[config.mk]
export PLATFORM = sky130hd
export DESIGN_NAME = text_cmd_sequencer_flat
export DESIGN_NICKNAME = d
export VERILOG_FILES = /design/src/rtl/gfx_text_pkg.sv /design/src/rtl/text_cmd_sequencer_if.sv /design/src/rtl/text_cmd_fifo.sv /design/src/rtl/text_cmd_sequencer.sv /design/src/flat_wrapper.sv
export SDC_FILE = /design/constraint.sdc
export NUM_CORES = 1
export LEC_CHECK = 0
export ABC_AREA = 0
export CAP_MARGIN = 25
export CORE_MARGIN = 2
export CORE_UTILIZATION = 34
export CTS_CLUSTER_DIAMETER = 150
export DETAILED_ROUTE_END_ITERATION = 6
export PLACE_DENSITY = 0.53
export SYNTH_ARGS = -nofsm -noshare
export SYNTH_HDL_FRONTEND = slang
export SYNTH_SLANG_ARGS = --single-unit
[constraint.sdc]
create_clock -name clk -period 4.25 [get_ports clk]
set_input_delay 0.85 -clock clk [delete_from_list [all_inputs] [get_ports clk]]
set_output_delay 0.85 -clock clk [all_outputs]
set_load 0.03 [all_outputs]
[src/rtl/gfx_text_pkg.sv]
// Shared constants and types for the text command sequencer: opcodes,
// default sweep geometry, sequencer states and a small opcode helper.
package gfx_text_pkg;

   localparam logic [7:0] OP_FLUSH = 8'd253;
   localparam logic [7:0] OP_CLEAR = 8'd254;

   localparam int COLS_DEF = 43;
   localparam int ROWS_DEF = 24;

   localparam int TIMEOUT_CYCLES = 2048;

   typedef enum logic [1:0] {
      ST_IDLE       = 2'd0,
      ST_CLEAR      = 2'd1,
      ST_WAIT_FLUSH = 2'd2
   } seq_state_e;

   function automatic logic [7:0] opcodeOf(input logic [23:0] word);
      return word[23:16];
   endfunction

endpackage

[src/rtl/text_cmd_sequencer_if.sv]
// Bus bundle between the CPU command port, the sequencer and the text buffer stage.
interface text_cmd_sequencer_if;

   logic [23:0] cpu_cmd;
   logic        cpu_valid;
   logic        cpu_ready;
   logic [23:0] cmd;
   logic        start;
   logic [5:0]  clearx;
   logic [4:0]  cleary;
   logic        flush_irq;
   logic        busy;
   logic        done_irq;

   modport slave (
      input  cpu_cmd, cpu_valid, flush_irq,
      output cpu_ready, cmd, start, clearx, cleary, busy, done_irq
   );

   modport master (
      output cpu_cmd, cpu_valid, flush_irq,
      input  cpu_ready, cmd, start, clearx, cleary, busy, done_irq
   );

endinterface

[src/rtl/text_cmd_fifo.sv]
// Show-ahead command FIFO: head always presents the oldest word while not empty.
module text_cmd_fifo #(
   parameter int DEPTH = 8,
   parameter int WIDTH = 24
) (
   input  logic             clk,
   input  logic             rst,
   input  logic             push,
   input  logic [WIDTH-1:0] din,
   input  logic             pop,
   output logic [WIDTH-1:0] head,
   output logic             full,
   output logic             empty
);

   localparam int AW = $clog2(DEPTH);

   logic [WIDTH-1:0] mem [DEPTH];
   logic [AW-1:0]    wrPtr_q;
   logic [AW-1:0]    rdPtr_q;
   logic [AW:0]      count_q;

   assign head  = mem[rdPtr_q];
   assign full  = (count_q == (AW+1)'(DEPTH));
   assign empty = (count_q == '0);

   // Storage carries no reset; only the pointers and occupancy define validity.
   always_ff @(posedge clk) begin
      if (push) begin
         mem[wrPtr_q] <= din;
      end
   end

   always_ff @(posedge clk or posedge rst) begin
      if (rst) begin
         wrPtr_q <= '0;
         rdPtr_q <= '0;
         count_q <= '0;
      end else begin
         if (push) begin
            wrPtr_q <= wrPtr_q + 1'b1;
         end
         if (pop) begin
            rdPtr_q <= rdPtr_q + 1'b1;
         end
         if (push && !pop) begin
            count_q <= count_q + 1'b1;
         end else if (pop && !push) begin
            count_q <= count_q - 1'b1;
         end
      end
   end

endmodule

[src/rtl/text_cmd_sequencer.sv]
// Queues CPU text commands, forwards them, expands clear into a screen sweep and
// stalls on flush. Define TEXT_SEQ_TIMEOUT_EN to bound the flush wait at 2048 cycles.
module text_cmd_sequencer
   import gfx_text_pkg::*;
#(
   parameter int DEPTH = 8,
   parameter int COLS  = COLS_DEF,
   parameter int ROWS  = ROWS_DEF
) (
   input  logic                 clk,
   input  logic                 rst,
   text_cmd_sequencer_if.slave  bus
);

   localparam logic [5:0] X_LAST = 6'(COLS - 1);
   localparam logic [4:0] Y_LAST = 5'(ROWS - 1);

   logic        fifoPush, fifoPop, fifoFull, fifoEmpty, consume;
   logic [23:0] fifoHead;
   logic [7:0]  stageOp;

   seq_state_e  state_q, state_d;
   logic        stageValid_q, stageValid_d;
   logic [23:0] stageWord_q, stageWord_d;
   logic [23:0] cmd_q, cmd_d;
   logic        start_q, start_d;
   logic [5:0]  clearX_q, clearX_d, xCnt_q, xCnt_d;
   logic [4:0]  clearY_q, clearY_d, yCnt_q, yCnt_d;
   logic        done_q, done_d;

   assign fifoPush = bus.cpu_valid && !fifoFull;

   text_cmd_fifo #(.DEPTH(DEPTH), .WIDTH(24)) u_fifo (
      .clk   (clk),
      .rst   (rst),
      .push  (fifoPush),
      .din   (bus.cpu_cmd),
      .pop   (fifoPop),
      .head  (fifoHead),
      .full  (fifoFull),
      .empty (fifoEmpty)
   );

   assign stageOp = opcodeOf(stageWord_q);

`ifdef TEXT_SEQ_TIMEOUT_EN
   localparam logic [10:0] TIMEOUT_LAST = 11'(TIMEOUT_CYCLES - 1);
   logic [10:0] waitCnt_q;
   logic        flushDone;

   assign flushDone = bus.flush_irq || (waitCnt_q == TIMEOUT_LAST);

   always_ff @(posedge clk or posedge rst) begin
      if (rst) begin
         waitCnt_q <= '0;
      end else if (state_q != ST_WAIT_FLUSH) begin
         waitCnt_q <= '0;
      end else begin
         waitCnt_q <= waitCnt_q + 11'd1;
      end
   end
`else
   logic flushDone;

   assign flushDone = bus.flush_irq;
`endif

   // The stage register sits between the FIFO head and the decoder, so a word needs
   // one edge to leave the FIFO and one more to be issued; it refills behind plain
   // words only, keeping clear/flush from pulling the next word early.
   always_comb begin
      state_d      = state_q;
      stageValid_d = stageValid_q;
      stageWord_d  = stageWord_q;
      cmd_d        = cmd_q;
      start_d      = 1'b0;
      clearX_d     = '0;
      clearY_d     = '0;
      done_d       = 1'b0;
      xCnt_d       = xCnt_q;
      yCnt_d       = yCnt_q;
      consume      = 1'b0;
      fifoPop      = 1'b0;

      case (state_q)
         ST_IDLE: begin
            if (stageValid_q) begin
               consume = 1'b1;
               if (stageOp == OP_CLEAR) begin
                  state_d = ST_CLEAR;
               end else begin
                  cmd_d   = stageWord_q;
                  start_d = 1'b1;
                  if (stageOp == OP_FLUSH) begin
                     state_d = ST_WAIT_FLUSH;
                  end
               end
            end
         end
         ST_CLEAR: begin
            cmd_d    = {OP_CLEAR, 16'd0};
            start_d  = 1'b1;
            clearX_d = xCnt_q;
            clearY_d = yCnt_q;
            if (xCnt_q == X_LAST) begin
               xCnt_d = '0;
               if (yCnt_q == Y_LAST) begin
                  yCnt_d  = '0;
                  done_d  = 1'b1;
                  state_d = ST_IDLE;
               end else begin
                  yCnt_d = yCnt_q + 5'd1;
               end
            end else begin
               xCnt_d = xCnt_q + 6'd1;
            end
         end
         ST_WAIT_FLUSH: begin
            if (flushDone) begin
               done_d  = 1'b1;
               state_d = ST_IDLE;
            end
         end
         default: begin
            state_d = ST_IDLE;
         end
      endcase

      fifoPop = !fifoEmpty && (state_q == ST_IDLE) &&
                (!stageValid_q || (stageOp != OP_CLEAR && stageOp != OP_FLUSH));

      if (fifoPop) begin
         stageValid_d = 1'b1;
         stageWord_d  = fifoHead;
      end else if (consume) begin
         stageValid_d = 1'b0;
      end
   end

   always_ff @(posedge clk or posedge rst) begin
      if (rst) begin
         state_q      <= ST_IDLE;
         stageValid_q <= 1'b0;
         stageWord_q  <= '0;
         cmd_q        <= '0;
         start_q      <= 1'b0;
         clearX_q     <= '0;
         clearY_q     <= '0;
         xCnt_q       <= '0;
         yCnt_q       <= '0;
         done_q       <= 1'b0;
      end else begin
         state_q      <= state_d;
         stageValid_q <= stageValid_d;
         stageWord_q  <= stageWord_d;
         cmd_q        <= cmd_d;
         start_q      <= start_d;
         clearX_q     <= clearX_d;
         clearY_q     <= clearY_d;
         xCnt_q       <= xCnt_d;
         yCnt_q       <= yCnt_d;
         done_q       <= done_d;
      end
   end

   assign bus.cpu_ready = !fifoFull;
   assign bus.cmd       = cmd_q;
   assign bus.start     = start_q;
   assign bus.clearx    = clearX_q;
   assign bus.cleary    = clearY_q;
   assign bus.done_irq  = done_q;
   assign bus.busy      = (state_q != ST_IDLE) || !fifoEmpty || stageValid_q;

endmodule

[src/flat_wrapper.sv]
// flat-port wrapper written by rule: the top's interface ports become plain ports
module text_cmd_sequencer_flat import gfx_text_pkg::*;
#(
   parameter int DEPTH = 8,
   parameter int COLS  = COLS_DEF,
   parameter int ROWS  = ROWS_DEF
)
  (clk, rst, bus_cpu_cmd, bus_cpu_valid, bus_flush_irq, bus_cpu_ready, bus_cmd, bus_start, bus_clearx, bus_cleary, bus_busy, bus_done_irq);
  text_cmd_sequencer_if bus_i ();
  input  logic clk;
  input  logic rst;
  input wire logic [$bits(bus_i.cpu_cmd)-1:0] bus_cpu_cmd;
  input wire logic [$bits(bus_i.cpu_valid)-1:0] bus_cpu_valid;
  input wire logic [$bits(bus_i.flush_irq)-1:0] bus_flush_irq;
  output wire logic [$bits(bus_i.cpu_ready)-1:0] bus_cpu_ready;
  output wire logic [$bits(bus_i.cmd)-1:0] bus_cmd;
  output wire logic [$bits(bus_i.start)-1:0] bus_start;
  output wire logic [$bits(bus_i.clearx)-1:0] bus_clearx;
  output wire logic [$bits(bus_i.cleary)-1:0] bus_cleary;
  output wire logic [$bits(bus_i.busy)-1:0] bus_busy;
  output wire logic [$bits(bus_i.done_irq)-1:0] bus_done_irq;
  assign bus_i.cpu_cmd = bus_cpu_cmd;
  assign bus_i.cpu_valid = bus_cpu_valid;
  assign bus_i.flush_irq = bus_flush_irq;
  assign bus_cpu_ready = bus_i.cpu_ready;
  assign bus_cmd = bus_i.cmd;
  assign bus_start = bus_i.start;
  assign bus_clearx = bus_i.clearx;
  assign bus_cleary = bus_i.cleary;
  assign bus_busy = bus_i.busy;
  assign bus_done_irq = bus_i.done_irq;
  text_cmd_sequencer #(.DEPTH(DEPTH), .COLS(COLS), .ROWS(ROWS)) u_core (.clk(clk), .rst(rst), .bus(bus_i));
endmodule
==> reports/results.ini <==
[setup_path]
critical_path_class = flop to output pin
timing.critical_path.arrival_ns = 2.26
end_kind = output pin
critPathLaunchType = flop
crit_path_max_fanout = 7
critPathRequiredTime_ns = 3.40

[synthesis]
mappedNetlistArea_um2 = 10800
yosysMostFrequentCell = sky130_fd_sc_hd__edfxtp_1
ys_types = 50
post_synth_and_or_nand_nor_area_fraction_pct = 3.56
synth-seq-area-share_pct = 73.3
synth_area_leaders = sky130_fd_sc_hd__edfxtp_1 (54%), sky130_fd_sc_hd__dfrtp_1 (20%), sky130_fd_sc_hd__mux4_2 (10%)
synth_cells = 580
yosys_warnings = 0
post_synthesis_share_of_cell_area_spent_on_full_adders_half_adders_and_majority_gates_pct = 1.46
synthesis.area_per_instance_um2 = 18.6
syn-num-nets = 620
ffs_w_async_s_r_synth_pct = 30.7
synthFlopType = sky130_fd_sc_hd__edfxtp_1
area_leader_netlist = sky130_fd_sc_hd__edfxtp_1
yosys_register_bits = 277
dominant_combinational_cell_family_by_area_after_synthesis = multiplexers
area_fraction_in_compound_gates_after_synthesis_pct = 5.48
synth-edff-count = 192
synth_top_cell_area_share_pct = 53.5
synth.mux.area_fraction_pct = 13.2
ys_top_cells_by_count = sky130_fd_sc_hd__edfxtp_1 (192), sky130_fd_sc_hd__dfrtp_1 (85), sky130_fd_sc_hd__a21oi_1 (50), sky130_fd_sc_hd__mux4_2 (48), sky130_fd_sc_hd__mux2i_1 (28)
post_synth_xor_area_fraction_pct = 0.976

[pwr]
ir_drop_v = 0.000355
power_mw = 9.48
power_density_cells_nw_per_um2 = 734
cellLeakagePower_nw = 4.63

[routing]
detailroute.via_count = 5471
overall_routed_net_length_um = 22000
postRouteAntennaNets = 0
drt_first_iter_violations = 346
first_pass_iters = 6
post_drt_via_cell_ratio = 5.00
post-route-drc-count = 0
wire_per_inst_um = 20.1

[placement]
post-place-ws_ns = 1.16
place.detailed.hpwl_um = 13300
io_buffers = 66
place.gp.congestion = 0.713

[global_routing]
globalRouteTotalUtil_pct = 13.6
grt_start_max_net_pins = 40
grt_pass1_vias = 5862
grt_pass1_wl_um = 34600
globalRouteOverflowTotal = 0
grt_antenna_before_repair = 0

[finish]
final_layout_size_suffix_gt1_share_pct = 19.2
area.growth.synth_to_final_pct = 19.9
num_antenna_cells = 0
fill_cells = 2811
num-nets-final = 709

[die]
design.die.area_um2 = 33100
design.portCount = 67
initial_utilization_pct = 34.3
die_w_um = 182
placement_rows = 65
die_span_y_um = 182
coreArea_um2 = 31400

[clock_tree]
worst_setup_hold_path_clk_slew_ns = 0.06
cts-htree-levels = 1
cts_inserted_buffers = 30
post_cts_resized = 0
clock_insertion_delay_at_the_later_pin_of_the_skew_report_ns = 0.58
tritoncts = done
postCtsSetupBuffers = 0
post_cts_hold_fix_bufs = 0
cts_sinks = 277
clock-root-buffer = sky130_fd_sc_hd__clkbuf_16
clockBufferDepth = 3

[timing]
final.setup.tns_ns = 0
setup_slack_ns = 1.14
final_period_minus_worst_setup_slack_ns = 3.11
final-setup-viol-count = 0
holdWs_ns = 0.502
timing_worst_slew_pin_value_ns = 1.02
finClkSkew_ns = 0.0502
fmax_ghz = 0.322
rsz0062_at_grt = no
final-hold-violation-count = 0
max-slew-margin-rel_pct = 31.8
maxSlewViolCount = 0
final.period_utilization_pct = 73.1

[min_path]
min-delay-path-class = flop to flop

[outcome]
status = complete, no violations

[job]
cap_viol_max_count = 0

## cell families (layout without fill, tap and decap cells)
logic type               after synthesis  after routing
multiplexers                          81             81
AND/OR/NAND/NOR                       68             68
XOR/XNOR                              12             12
flip-flops                           277            277
adder cells (fa/ha/maj)               12             12
buffers and inverters                 40            153
AO/OA/AOI/OAI                         90             90
## worst max-delay path, cell delays in order, from the launching register on
cell                              delay (ns)
sky130_fd_sc_hd__dfrtp_1                0.42
sky130_fd_sc_hd__inv_1                  0.10
sky130_fd_sc_hd__ha_1                   0.28
sky130_fd_sc_hd__nor2b_1                0.21
sky130_fd_sc_hd__nand2_1                0.09
sky130_fd_sc_hd__clkdlybuf4s50_1        0.62
## where the power goes
part	internal, mW	switching [mW]	total (mW)
clock	1.45	1.02	2.47
combinational	1.39	1.60	2.99
sequential	3.52	0.492	4.02
## registers in the layout (all words and copies together) (netlist names)
| register | flops |
|---|---|
| u_core.stageValid_q | 1 |
| u_core.u_fifo.wrPtr_q | 3 |
| u_core.bus.cmd | 24 |
| u_core.bus.start | 1 |
| u_core.u_fifo.mem | 192 |
| u_core.stageWord_q | 24 |
| u_core.xCnt_q | 6 |
| u_core.bus.clearx | 6 |
| u_core.state_q | 2 |
| u_core.bus.done_irq | 1 |
| u_core.yCnt_q | 5 |
| u_core.u_fifo.count_q | 4 |
| u_core.bus.cleary | 5 |
| u_core.u_fifo.rdPtr_q | 3 |
## per-stage QoR
stage | utilization, % | std cells | cell area, um2
floorplan | - | 580 | 10800
global placement | 38.0 | 1038 | 11900
detailed placement | 38.1 | 1039 | 12000
CTS | 41.1 | 1095 | 12900
global route | 41.1 | 1095 | 12900
finish | 41.1 | 1095 | 12900
## cells in the final DEF, fill, tap and decap left out, drive strengths merged, types with 2 or more instances in the layout
cell type / Yosys / routed
clkinv: 0 / 5
o22a: 7 / 7
nor2: 11 / 11
dfrtp: 85 / 85
nand2: 17 / 17
o211ai: 2 / 2
mux2i: 28 / 28
o21ai: 5 / 5
nor3: 5 / 5
a21oi: 50 / 50
ha: 11 / 11
nand2b: 3 / 3
mux2: 5 / 5
xnor2: 8 / 8
xor2: 4 / 4
mux4: 48 / 48
edfxtp: 192 / 192
clkdlybuf4s50: 0 / 66
nand4: 3 / 3
nand3: 5 / 5
a21o: 2 / 2
clkbuf: 6 / 50
buf: 21 / 18
inv: 13 / 13
and2: 12 / 12
nor2b: 3 / 3
nor4: 3 / 3
a22o: 17 / 17
## worst paths after layout
check | start | end | slack, ns | cells after the start
max | u_core.state_q[0]$_DFFE_PP0P_ | bus_busy | 1.14 | 5
min | u_core.bus.cmd[0]$_DFFE_PP0P_ | u_core.bus.cmd[0]$_DFFE_PP0P_ | 0.50 | 1
max reg2reg | u_core.state_q[0]$_DFFE_PP0P_ | u_core.u_fifo.count_q[3]$_DFFE_PP0P_ | 1.19 | 14
min reg2reg | u_core.bus.cmd[0]$_DFFE_PP0P_ | u_core.bus.cmd[0]$_DFFE_PP0P_ | 0.50 | 1
max in group asynchronous | rst | u_core.bus.cmd[19]$_DFFE_PP0P_ | 2.81 | 4
min in group asynchronous | rst | u_core.bus.cmd[3]$_DFFE_PP0P_ | 0.58 | 2
## cell type report
| class | instances | area (um2) | share of cell area [%] |
|---|---|---|---|
| clock inverters | 6 | 83.8 | 0.649 |
| inverters | 13 | 50.0 | 0.388 |
| repair buffers | 84 | 821 | 6.36 |
| flip-flops and latches | 277 | 7900 | 61.2 |
| multi-input cells | 263 | 2690 | 20.8 |
| well taps | 402 | 503 | 3.90 |
| clock buffers | 50 | 866 | 6.71 |
## routing by layer
layer / GRT usage, % / routed length, um / vias up / part of all wire [%]
met5: 0 / 0 / - / 0
met4: 3.16 / 380 / 0 / 1.7
met3: 2.63 / 1190 / 31 / 5.4
met2: 23.4 / 10800 / 152 / 49
met1: 18.0 / 9630 / 2830 / 44
li1: - / - / 2458 / -
Power figures use the tool's default switching activity.
